File: config.mk
export PLATFORM = sky130hd
export DESIGN_NAME = mb_crc_serial_link
export DESIGN_NICKNAME = d
export VERILOG_FILES = /design/src/rtl/mb_crc_serial_link.sv
export SDC_FILE = /design/constraint.sdc
export NUM_CORES = 1
export LEC_CHECK = 0
export CELL_PAD_IN_SITES_DETAIL_PLACEMENT = 1
export CELL_PAD_IN_SITES_GLOBAL_PLACEMENT = 2
export CORE_ASPECT_RATIO = 1.25
export CORE_MARGIN = 3
export CORE_UTILIZATION = 46
export CTS_BUF_LIST = sky130_fd_sc_hd__clkbuf_4
export CTS_CLUSTER_SIZE = 20
export DETAILED_ROUTE_END_ITERATION = 10
export DONT_BUFFER_PORTS = 1
export MAX_ROUTING_LAYER = met4
export PLACE_DENSITY = 0.87
export SYNTH_ARGS = -nofsm -noshare
export SYNTH_HDL_FRONTEND = slang
export SYNTH_SLANG_ARGS = --single-unit
File: constraint.sdc
create_clock -name CLK -period 3.1 [get_ports CLK]
set_input_delay 0.62 -clock CLK [delete_from_list [all_inputs] [get_ports CLK]]
set_output_delay 0.62 -clock CLK [all_outputs]
set_load 0.02 [all_outputs]
File: src/rtl/mb_crc_serial_link.sv
// Serial CRC link: a framed transmitter with optional single-bit error injection,
// and an independent receiver that recomputes the CRC and holds the result.
`timescale 1ns/1ps

module mb_crc_serial_link #(
  parameter int                DATA_W   = 8,
  parameter int                CRC_W    = 3,
  parameter logic [CRC_W-1:0]  POLY     = 3'b011,
  parameter logic [CRC_W-1:0]  CRC_INIT = '0
) (
  input  logic                                  CLK,
  input  logic                                  CLEAR_bar,
  input  logic                                  Enable,
  input  logic                                  Start,
  input  logic [DATA_W-1:0]                     Data_in,
  input  logic                                  Err_Inject,
  input  logic [$clog2(DATA_W+CRC_W)-1:0]       Err_Pos,
  output logic                                  Busy,
  output logic                                  Tx_Out,
  output logic                                  Tx_Valid,
  input  logic                                  Rx_In,
  input  logic                                  Rx_Valid,
  input  logic                                  Rx_Abort,
  output logic [DATA_W-1:0]                     Rx_Data,
  output logic                                  Rx_Done,
  output logic                                  Error
);

  // state  | meaning
  // S_IDLE | no frame; waits for Enable & Start
  // S_DATA | payload bits on the line, MSB first, CRC accumulating
  // S_CRC  | CRC register shifted out MSB first
  typedef enum logic [1:0] {S_IDLE, S_DATA, S_CRC} tx_state_t;

  localparam int FRAME_W = DATA_W + CRC_W;
  localparam int CNT_W   = $clog2(FRAME_W);
  localparam logic [CNT_W-1:0] LAST_DATA = CNT_W'(DATA_W - 1);
  localparam logic [CNT_W-1:0] LAST_BIT  = CNT_W'(FRAME_W - 1);

  function automatic logic [CRC_W-1:0] crc_step(input logic [CRC_W-1:0] crc, input logic b);
    logic fb;
    fb = crc[CRC_W-1] ^ b;
    return {crc[CRC_W-2:0], 1'b0} ^ (fb ? POLY : '0);
  endfunction

  tx_state_t          r_state, w_state_nxt;
  logic [DATA_W-1:0]  r_shreg, w_shreg_nxt;
  logic [CRC_W-1:0]   r_crc, w_crc_nxt;
  logic [CNT_W-1:0]   r_bitcnt, w_bitcnt_nxt;
  logic               r_inj, w_inj_nxt;
  logic [CNT_W-1:0]   r_err_pos, w_err_pos_nxt;
  logic               w_inj_hit;

  always_ff @(posedge CLK or negedge CLEAR_bar) begin
    if (!CLEAR_bar) begin
      r_state   <= S_IDLE;
      r_shreg   <= '0;
      r_crc     <= CRC_INIT;
      r_bitcnt  <= '0;
      r_inj     <= 1'b0;
      r_err_pos <= '0;
    end else begin
      r_state   <= w_state_nxt;
      r_shreg   <= w_shreg_nxt;
      r_crc     <= w_crc_nxt;
      r_bitcnt  <= w_bitcnt_nxt;
      r_inj     <= w_inj_nxt;
      r_err_pos <= w_err_pos_nxt;
    end
  end

  always_comb begin
    w_state_nxt   = r_state;
    w_shreg_nxt   = r_shreg;
    w_crc_nxt     = r_crc;
    w_bitcnt_nxt  = r_bitcnt;
    w_inj_nxt     = r_inj;
    w_err_pos_nxt = r_err_pos;
    case (r_state)
      S_IDLE: begin
        if (Enable && Start) begin
          w_state_nxt   = S_DATA;
          w_shreg_nxt   = Data_in;
          w_crc_nxt     = CRC_INIT;
          w_bitcnt_nxt  = '0;
          w_inj_nxt     = Err_Inject;
          w_err_pos_nxt = Err_Pos;
        end
      end
      S_DATA: begin
        if (Enable) begin
          // CRC always sees the true payload bit; injection only corrupts the line
          w_crc_nxt    = crc_step(r_crc, r_shreg[DATA_W-1]);
          w_shreg_nxt  = {r_shreg[DATA_W-2:0], 1'b0};
          w_bitcnt_nxt = r_bitcnt + CNT_W'(1);
          if (r_bitcnt == LAST_DATA) w_state_nxt = S_CRC;
        end
      end
      S_CRC: begin
        if (Enable) begin
          w_crc_nxt    = {r_crc[CRC_W-2:0], 1'b0};
          w_bitcnt_nxt = r_bitcnt + CNT_W'(1);
          if (r_bitcnt == LAST_BIT) begin
            w_state_nxt  = S_IDLE;
            w_bitcnt_nxt = '0;
          end
        end
      end
      default: w_state_nxt = S_IDLE;
    endcase
  end

  // An out-of-range Err_Pos never equals bitcnt, so it disables inversion
  assign w_inj_hit = r_inj & (r_bitcnt == r_err_pos);

  always_comb begin
    Tx_Out = 1'b0;
    case (r_state)
      S_DATA:  Tx_Out = r_shreg[DATA_W-1] ^ w_inj_hit;
      S_CRC:   Tx_Out = r_crc[CRC_W-1] ^ w_inj_hit;
      default: Tx_Out = 1'b0;
    endcase
  end

  assign Busy     = (r_state != S_IDLE);
  assign Tx_Valid = (r_state != S_IDLE);

  logic [CNT_W-1:0]  r_rcnt;
  logic [DATA_W-1:0] r_rshreg;
  logic [CRC_W-1:0]  r_rcrc;
  logic [DATA_W-1:0] r_rx_data;
  logic              r_rx_done;
  logic              r_error;
  logic [CRC_W-1:0]  w_rcrc_step;
  logic              w_rx_last;

  assign w_rcrc_step = crc_step(r_rcrc, Rx_In);
  assign w_rx_last   = (r_rcnt == LAST_BIT);

  always_ff @(posedge CLK or negedge CLEAR_bar) begin
    if (!CLEAR_bar) begin
      r_rcnt    <= '0;
      r_rshreg  <= '0;
      r_rcrc    <= CRC_INIT;
      r_rx_data <= '0;
      r_rx_done <= 1'b0;
      r_error   <= 1'b0;
    end else begin
      r_rx_done <= 1'b0;
      if (Rx_Abort) begin
        r_rcnt <= '0;
        r_rcrc <= CRC_INIT;
      end else if (Rx_Valid) begin
        if (r_rcnt <= LAST_DATA) r_rshreg <= {r_rshreg[DATA_W-2:0], Rx_In};
        // The last bit is always a CRC bit, so rshreg is already complete here
        if (w_rx_last) begin
          r_rx_done <= 1'b1;
          r_rx_data <= r_rshreg;
          r_error   <= |w_rcrc_step;
          r_rcnt    <= '0;
          r_rcrc    <= CRC_INIT;
        end else begin
          r_rcnt <= r_rcnt + CNT_W'(1);
          r_rcrc <= w_rcrc_step;
        end
      end
    end
  end

  assign Rx_Data = r_rx_data;
  assign Rx_Done = r_rx_done;
  assign Error   = r_error;

endmodule

==> results of run 1 <==
-- layer usage --
metal	GRT usage (%)	wire, um
met2	30.8	2450
met4	5.97	64
met3	4.45	164
met1	18.8	1690
met5	-	0
-- cells by family (layout without fill, tap and decap cells) --
kind of cell,after synthesis,count (layout)
AOI/OAI and AO/OA,38,38
muxes,31,31
adders and majority gates,9,9
xor gates and xnor gates,8,8
DFF,47,47
and+or+nand+nor,46,46
buffers and inverters,15,21
-- state kept, by name, indices dropped and copies added (netlist names) --
signal and flops:
Error 1, Rx_Data 8, Rx_Done 1, r_bitcnt 4, r_crc 3, r_err_pos 4
r_inj 1, r_rcnt 4, r_rcrc 3, r_rshreg 8, r_shreg 8, r_state 2
-- final cells by class --
class,count,area (um2),area share (%)
Sequential cell,47,1180,49.6
Multi-Input combinational cell,132,977,41.2
Tap cell,58,72.6,3.06
Timing Repair Buffer,3,42.5,1.79
Clock buffer,5,37.5,1.58
Inverter,10,37.5,1.58
Clock inverter,3,27.5,1.16
-- final timing paths --
path	from	slack [ps]	cells past startpoint	endpoint
max	r_state[0]	440	5	Tx_Out
min	CLEAR_bar	60	1	r_bitcnt[2]
max reg2reg	r_state[0]	700	6	r_bitcnt[3]
min reg2reg	r_shreg[0]	500	2	r_shreg[0]
max in group asynchronous	CLEAR_bar	2820	1	r_rcnt[1]
min in group CLK	Rx_Abort	280	1	r_rcnt[2]
-- where the power goes --
group,switching (mW),total (mW),internal (mW)
sequential,0.121,0.889,0.768
clock,0.219,0.316,0.0971
combinational,0.316,0.569,0.253
-- cells in the mapped netlist, drive strengths merged (2+ instances only) --
cell type,instances,share of area (%)
mux2,23,12
xnor2,2,0.79
nand2,22,3.7
o211ai,2,0.90
ha,9,5.1
nor3b,2,0.68
a31o,2,0.79
mux2i,8,3.6
clkbuf,3,0.51
a21oi,7,1.6
inv,10,1.7
a21o,3,1.0
xor2,6,2.4
buf,2,0.51
nor3,4,0.90
nor2,5,0.85
o21bai,2,0.68
dfrtp,47,53
o31ai,2,0.68
nand3,3,0.68
nand2b,2,0.57
o21ai,17,3.8
-- worst max-delay path: stages, from the launching register on --
cell and delay, ps:
dfrtp_1 440, inv_1 110, ha_1 300, mux2i_1 280
nand4_1 120, a21oi_1 420
==> summary.md, run 1 <==
| Metric | Value |
|---|---|
| Post_cts resized | 0 |
| Finish-stage setup viols | 0 |
| GR Util All Layers | 17.7% |
| CP max FO | 7 |
| Final ANT Viol Nets | 0 |
| XOR/XNOR Fraction of Synth Area | 3.17% |
| Deepest clock path buffer count | 2 |
| Setup WS post-layout | 441 ps |
| Max-slew violation count | 0 |
| Async set-reset flop share out of synthesis | 100% |
| Initial core utilization | 48.9% |
| Worst skew pair latency | 380 ps |
| CTS clk-pin slew, worst paths | 160 ps |
| Finished Layout Cells | 258 |
| Vias in the first global route | 1603 |
| Share of post-route cells with drive strength above 1 | 19.0% |
| Synth Area in Simple Gates | 10.1% |
| CP arrival | 2040 ps |
| Post-cts hold buffer count | 1 |
| Postcts setup bufs | 0 |
| First-pass GRT wire length | 7.38 mm |
| Post-Synth Adder-Cell Area | 5.09% |
| Complex-gate fraction of the synthesized area | 10.5% |
| Max IR drop VDD | 423 uV |
| Initial antenna violation count | 0 |
| # IOs | 33 |
| Most frequent cells in the layout | dfrtp_1 (47), mux2_2 (23), nand2_1 (22) |
| Fin crit share | 85.8% |
| DP Area | 0.00228 mm2 |
| Avg Synthesized Cell Area | 11.4 um2 |
| Seq/Total Area, Yosys | 53.1% |
| Worst Path Required | 2480 ps |
| Placeable Area | 0.00453 mm2 |
| Largest family of logic cells by synthesized area | multiplexers |
| Worst Skew | 13.5 ps |
| Final Hold Fails | 0 |
| Cts bufs inserted | 5 |
| Synthesis-to-finish area growth | 7.12% |
| Hold slack | 57.7 ps |
| Design area | 0.00237 mm2 |
| Drt drc | 0 |
| H-tree depth | 2 |
| Nets@finish | 228 |
| Max-cap viol count | 0 |
| DP Cell Count | 249 |
| WS Path Type | flip-flop to output pin |
| Routed len/inst | 16.9 um |
| EDFF count, synth | 0 |
| Final TNS setup | 0 ps |
| Clock root cell | clkbuf_4 |
| Ant. Diodes | 0 |
| Dpl ws | 699 ps |
| Post-Synthesis Cells | 194 |
| Mux cell area share after synthesis | 15.3% |
| Vias/cell | 5.53 |
| Std cell rows | 27 |
| Die width | 68.0 um |
| Commonest non-fill, non-tap cell in the layout | dfrtp_1 |
| Critical path capture point type | output pin |
| GPL Wtd Cong | 0.718 |
| HP Class | input port to async pin |
| Mapped cell area | 0.00221 mm2 |
| Number of synthesis warnings | 0 |
| Buffers on Ports | 0 |
| CTS tree | done |
| WL final | 4.36 mm |
| Clock sinks | 47 |
| RSZ-0062 raised after global routing | no |
| Post-Route Utilization | 52.4% |
| Rel. slew slack | 57.3% |
| P_leak | 1.12 nW |
| Distinct cell type count after synthesis | 35 |
| Die ar. | 0.00569 mm2 |
| Pin count of the biggest net entering global routing | 48 |
| Final Total Pwr | 1.77 mW |
| Tmin final | 2660 ps |
| Drt pass-1 iters | 2 |
| PwrDens | 748 mW/mm2 |
| Fillers | 502 |
| Overflow after GRT | 0 |
| DP HPWL | 3.34 mm |
| FMAX | 376 MHz |
| Crit path launch type | flip-flop |
| Initial DRC count | 38 |
| Routed vias | 1428 |
| Yosys reg bits | 47 |
| Syn_nets | 223 |
| Status | finished clean |
| Die Y | 83.6 um |
| Worst-Margin Slew | 638 ps |
| Ys flop type | dfrtp_1 |
Power figures use the tool's default switching activity.
==> run 2: changes to the inputs <==
Settings changed: CORE_ASPECT_RATIO 1.25 to 0.7.
==> summary.md, run 2 (synthesis gave the netlist of run 1 again) <==
| Metric | Value |
|---|---|
| Routed vias | 1427 (-0.070%) |
| Most frequent cells in the layout | dfrtp_1 (47), mux2_2 (23), nand2_1 (22) |
| # IOs | 33 (unchanged) |
| WS Path Type | flip-flop to output pin |
| Fin crit share | 85.3% (-0.45 points) |
| Cts bufs inserted | 5 (unchanged) |
| Register-to-Register Path Depth | 6 (unchanged) |
| Share of post-route cells with drive strength above 1 | 18.1% (-0.91 points) |
| Die Y | 64.0 um (-23%) |
| Routed len/inst | 16.8 um (-0.38%) |
| Initial core utilization | 49.4% (+0.52 points) |
| Deepest clock path buffer count | 2 (unchanged) |
| Pin count of the biggest net entering global routing | 48 (unchanged) |
| Vias in the first global route | 1527 (-4.7%) |
| Synthesis-to-finish area growth | 6.11% |
| Worst Path Required | 2480 ps (about the same) |
| Crit path cell chain | inv_1 > ha_1 > mux2i_1 > nand4_1 > a21oi_1 |
| Crit path launch type | flip-flop |
| Drt drc | 0 (unchanged) |
| Clock sinks | 47 (unchanged) |
| Status | finished clean |
| Dpl ws | 729 ps (+29.6 ps) |
| HP Class | input port to async pin |
| Commonest non-fill, non-tap cell in the layout | dfrtp_1 |
| Max-cap viol count | 0 (unchanged) |
| DP Area | 0.00227 mm2 (-0.17%) |
| Clock root cell | clkbuf_4 |
| Final Total Pwr | 1.72 mW (-3.1%) |
| R2R Path Start | r_state[0] |
| CP max-delay cell | dfrtp_1 |
| First-pass GRT wire length | 7.33 mm (-0.57%) |
| Placeable Area | 0.00448 mm2 (-1.1%) |
| Die width | 88.9 um (+31%) |
| CP max FO | 7 (unchanged) |
| Buffers on Ports | 0 (unchanged) |
| Max-slew violation count | 0 (unchanged) |
| Drt pass-1 iters | 4 (+2) |
| Worst Skew | 8.38 ps (-5.10 ps) |
| RSZ-0062 raised after global routing | no |
| Final Hold Fails | 0 (unchanged) |
| Nets@finish | 228 (unchanged) |
| Max IR drop VDD | 310 uV (-27%) |
| WL final | 4.28 mm (-1.9%) |
| GR Util All Layers | 17.2% (-0.43 points) |
| Die ar. | 0.00569 mm2 (+0.14%) |
| Design area | 0.00235 mm2 (-0.95%) |
| Overflow after GRT | 0 (unchanged) |
| Reg2reg setup slack | 720 ps (+20 ps) |
| GPL Wtd Cong | 0.854 (+19%) |
| Buf/Inv on CP | 1 (unchanged) |
| Reg-to-reg endpoint | r_bitcnt[3] |
| CTS clk-pin slew, worst paths | 130 ps (-30 ps) |
| CTS tree | done |
| Finish-stage setup viols | 0 (unchanged) |
| CP arrival | 2030 ps (about the same) |
| Initial antenna violation count | 0 (unchanged) |
| Worst skew pair latency | 360 ps (-20 ps) |
| Initial DRC count | 26 (-32%) |
| Final ANT Viol Nets | 0 (unchanged) |
| H-tree depth | 2 (unchanged) |
| Ant. Diodes | 0 (unchanged) |
| Final TNS setup | 0 ps (unchanged) |
| PwrDens | 732 mW/mm2 (-2.1%) |
| Tmin final | 2650 ps (-13.9 ps) |
| P_leak | 1.12 nW (-0.47%) |
| Postcts setup bufs | 0 (unchanged) |
| FMAX | 378 MHz (+0.53%) |
| CP top delay family | flip-flops |
| Std cell rows | 20 (-26%) |
| Vias/cell | 5.62 (+1.5%) |
| DP HPWL | 3.26 mm (-2.2%) |
| Rel. slew slack | 53.6% (-3.7 points) |
| Setup WS post-layout | 455 ps (+13.9 ps) |
| Worst-Margin Slew | 694 ps (+55.5 ps) |
| CP Launch Point | r_state[0] |
| Critical path capture point type | output pin |
| Hold slack | 82.2 ps (+24.5 ps) |
| Max incr delay on CP | 430 ps (about the same) |
-- run 2: changes by cell type in the layout (fill, tap and decap cells not counted), sizes merged --
cell / change
clkinv: +2
clkinvlp: -1
inv: -2
-- run 2: routing by layer --
layer	share of wire (%)	vias up	global-route usage [%]	routed length, um
met1	48	711	23.0	2050
met4	1.3	0	5.66	55
li1	-	686	-	-
met5	0	-	-	0
met3	5.0	6	4.64	213
met2	46	24	25.6	1960
-- run 2: through the flow --
step | util (%) | cells
after floorplan | - | 194
after global placement | 50.8 | 246
after detailed placement | 50.8 | 246
after CTS | 52.4 | 254
after global routing | 52.4 | 254
final | 52.4 | 254
-- run 2: worst max-delay path by stage --
stage,to,slack (ps),cells past startpoint
floorplan,r_bitcnt[3],1000,6
global placement,r_bitcnt[3],810,6
detailed placement,r_bitcnt[3],730,6
CTS,Tx_Out,420,5
global route,Tx_Out,330,5
finish,Tx_Out,450,5
-- run 2: final cells by class --
class | count | area, um2
clock buffers | 5 | 37.5
clock inverters | 2 | 8.76
fillers | 486 | 2130
inverters | 10 | 37.5
multi-input cells | 132 | 977
flip-flops and latches | 47 | 1180
well taps | 55 | 68.8
repair buffers | 3 | 42.5
-- run 2: what timing repair did --
item,in CTS,in global routing
endpoints found under the hold margin,47,0
hold buffers,1,0
gates resized for setup,0,0
-- run 2: power breakdown --
part / switching [mW] / total (mW) / internal (mW)
combinational: 0.311 / 0.564 / 0.253
sequential: 0.124 / 0.892 / 0.768
clock: 0.183 / 0.263 / 0.0807
total: 0.618 / 1.72 / 1.10
-- run 2: worst register-to-register path, cell delays in order (launching register included) --
cell	delay [ps]
dfrtp_1	410
inv_1	100
ha_1	290
or3_1	410
a211o_1	460
or4_4	560
o211ai_2	80
==> run 3: changes to the inputs <==
Settings changed: CORE_MARGIN 3 to unset, SLEW_MARGIN set to 40.
==> summary.md, run 3 (synthesis gave the netlist of run 1 again) <==
| Metric | Value |
|---|---|
| Worst-Margin Slew | 728 ps (+33.8 ps) |
| Initial antenna violation count | 0 (unchanged) |
| Share of post-route cells with drive strength above 1 | 18.6% (+0.50 points) |
| CTS tree | done |
| WS Path Type | flip-flop to output pin |
| Drt pass-1 iters | 4 (unchanged) |
| Most frequent cells in the layout | dfrtp_1 (47), mux2_2 (23), nand2_1 (22) |
| Max-cap viol count | 0 (unchanged) |
| Max-slew violation count | 0 (unchanged) |
| HP Class | input port to async pin |
| Status | finished clean |
| WL final | 4.28 mm (+0.14%) |
| H-tree depth | 2 (unchanged) |
| Initial DRC count | 67 (+160%) |
| Nets@finish | 228 (unchanged) |
| Tmin final | 2690 ps (+44.0 ps) |
| Deepest clock path buffer count | 2 (unchanged) |
| Buffers on Ports | 0 (unchanged) |
| Overflow after GRT | 0 (unchanged) |
| CP arrival | 2070 ps (+40 ps) |
| Register-to-Register Path Depth | 6 (unchanged) |
| Crit path launch type | flip-flop |
| Ant. Diodes | 0 (unchanged) |
| Final ANT Viol Nets | 0 (unchanged) |
| Fin crit share | 86.8% (+1.4 points) |
| Die width | 84.9 um (-4.5%) |
| # IOs | 33 (unchanged) |
| Worst Path Required | 2480 ps (about the same) |
| Routed len/inst | 16.9 um (+0.14%) |
| Worst skew pair latency | 350 ps (about the same) |
| CTS clk-pin slew, worst paths | 130 ps (about the same) |
| Die ar. | 0.00510 mm2 (-10%) |
| Routed vias | 1411 (-1.1%) |
| Placeable Area | 0.00448 mm2 (unchanged) |
| Std cell rows | 20 (unchanged) |
| Design area | 0.00238 mm2 (+1.2%) |
| Commonest non-fill, non-tap cell in the layout | dfrtp_1 |
| FMAX | 372 MHz (-1.6%) |
| Reg-to-reg endpoint | r_bitcnt[3] |
| DP Area | 0.00227 mm2 (unchanged) |
| Cts bufs inserted | 5 (unchanged) |
| Clock root cell | clkbuf_4 |
| Vias in the first global route | 1507 (-1.3%) |
| CP max FO | 7 (unchanged) |
| Drt drc | 0 (unchanged) |
| Rel. slew slack | 51.3% (-2.3 points) |
| Clock sinks | 47 (unchanged) |
| Worst Skew | 4.75 ps (-3.63 ps) |
| PwrDens | 766 mW/mm2 (+4.6%) |
| Synthesis-to-finish area growth | 7.41% |
| Initial core utilization | 49.4% (unchanged) |
| Reg2reg setup slack | 680 ps (-40 ps) |
| First-pass GRT wire length | 7.44 mm (+1.4%) |
| Critical path capture point type | output pin |
| DP HPWL | 3.09 mm (-5.2%) |
| Final TNS setup | 0 ps (unchanged) |
| P_leak | 1.13 nW (+1.2%) |
| Die Y | 60.0 um (-6.2%) |
| GR Util All Layers | 20.1% (+2.9 points) |
| Fillers | 460 (-5.3%) |
| Pin count of the biggest net entering global routing | 48 (unchanged) |
| RSZ-0062 raised after global routing | no |
| Finish-stage setup viols | 0 (unchanged) |
| Max IR drop VDD | 349 uV (+12%) |
| Postcts setup bufs | 0 (unchanged) |
| Vias/cell | 5.56 (-1.1%) |
| Final Hold Fails | 0 (unchanged) |
| GPL Wtd Cong | 0.848 (-0.62%) |
| R2R Path Start | r_state[0] |
## run 3: what timing repair did
action,CTS,global route
gates resized for setup,0,0
hold endpoints to repair,47,0
hold buffers,1,0
## run 3: layout make-up
cell class | count | area, um2 | share of cell area [%]
sequential | 47 | 1180 | 49.5
multi-input combinational | 132 | 977 | 41.1
tap | 55 | 68.8 | 2.89
clock buffer | 6 | 45.0 | 1.89
timing repair buffer | 3 | 42.5 | 1.79
inverter | 10 | 37.5 | 1.58
clock inverter | 1 | 30.0 | 1.26
## run 3: through the flow
| step | power, mW | hold slack [ps] | util [%] | std cells | setup WS (ps) |
|---|---|---|---|---|---|
| after global placement | 1.41 | 326 | 50.8 | 246 | 805 |
| after global routing | 1.96 | 57.6 | 53.1 | 254 | 246 |
| final | 1.82 | 99.2 | 53.1 | 254 | 411 |
| after CTS | 1.83 | 94.2 | 53.1 | 254 | 458 |
| after detailed placement | 1.45 | 325 | 50.8 | 246 | 728 |
| after floorplan | 1.33 | 324 | - | 194 | 1000 |
## run 3: worst max-delay path, stage by stage (launching register included)
cell	delay, ps
dfrtp_1	430
inv_1	120
ha_1	330
mux2i_1	280
nand4_1	120
a21oi_1	440
## run 3: power breakdown
| part | internal [mW] | switching (mW) | leakage, nW | total (mW) |
|---|---|---|---|---|
| clock network | 0.175 | 0.183 | 0.0417 | 0.358 |
| registers | 0.768 | 0.125 | 0.613 | 0.893 |
| logic | 0.254 | 0.317 | 0.477 | 0.570 |
## run 3: per-layer routing
layer | routed length, um | vias up | GRT usage (%)
met5 | 0 | - | -
met4 | 70 | 0 | 6.30
met3 | 206 | 8 | 7.32
met2 | 1870 | 26 | 29.4
met1 | 2140 | 690 | 26.4
li1 | - | 687 | -
## run 3: how the worst max path moves through the flow
stage / startpoint / cells past startpoint / slack [ps] / to
floorplan: r_state[0] / 6 / 1000 / r_bitcnt[3]
global placement: r_state[0] / 6 / 810 / r_bitcnt[3]
detailed placement: r_state[0] / 6 / 730 / r_bitcnt[3]
CTS: r_state[0] / 5 / 460 / Tx_Out
global route: r_state[0] / 5 / 250 / Tx_Out
finish: r_state[0] / 5 / 410 / Tx_Out
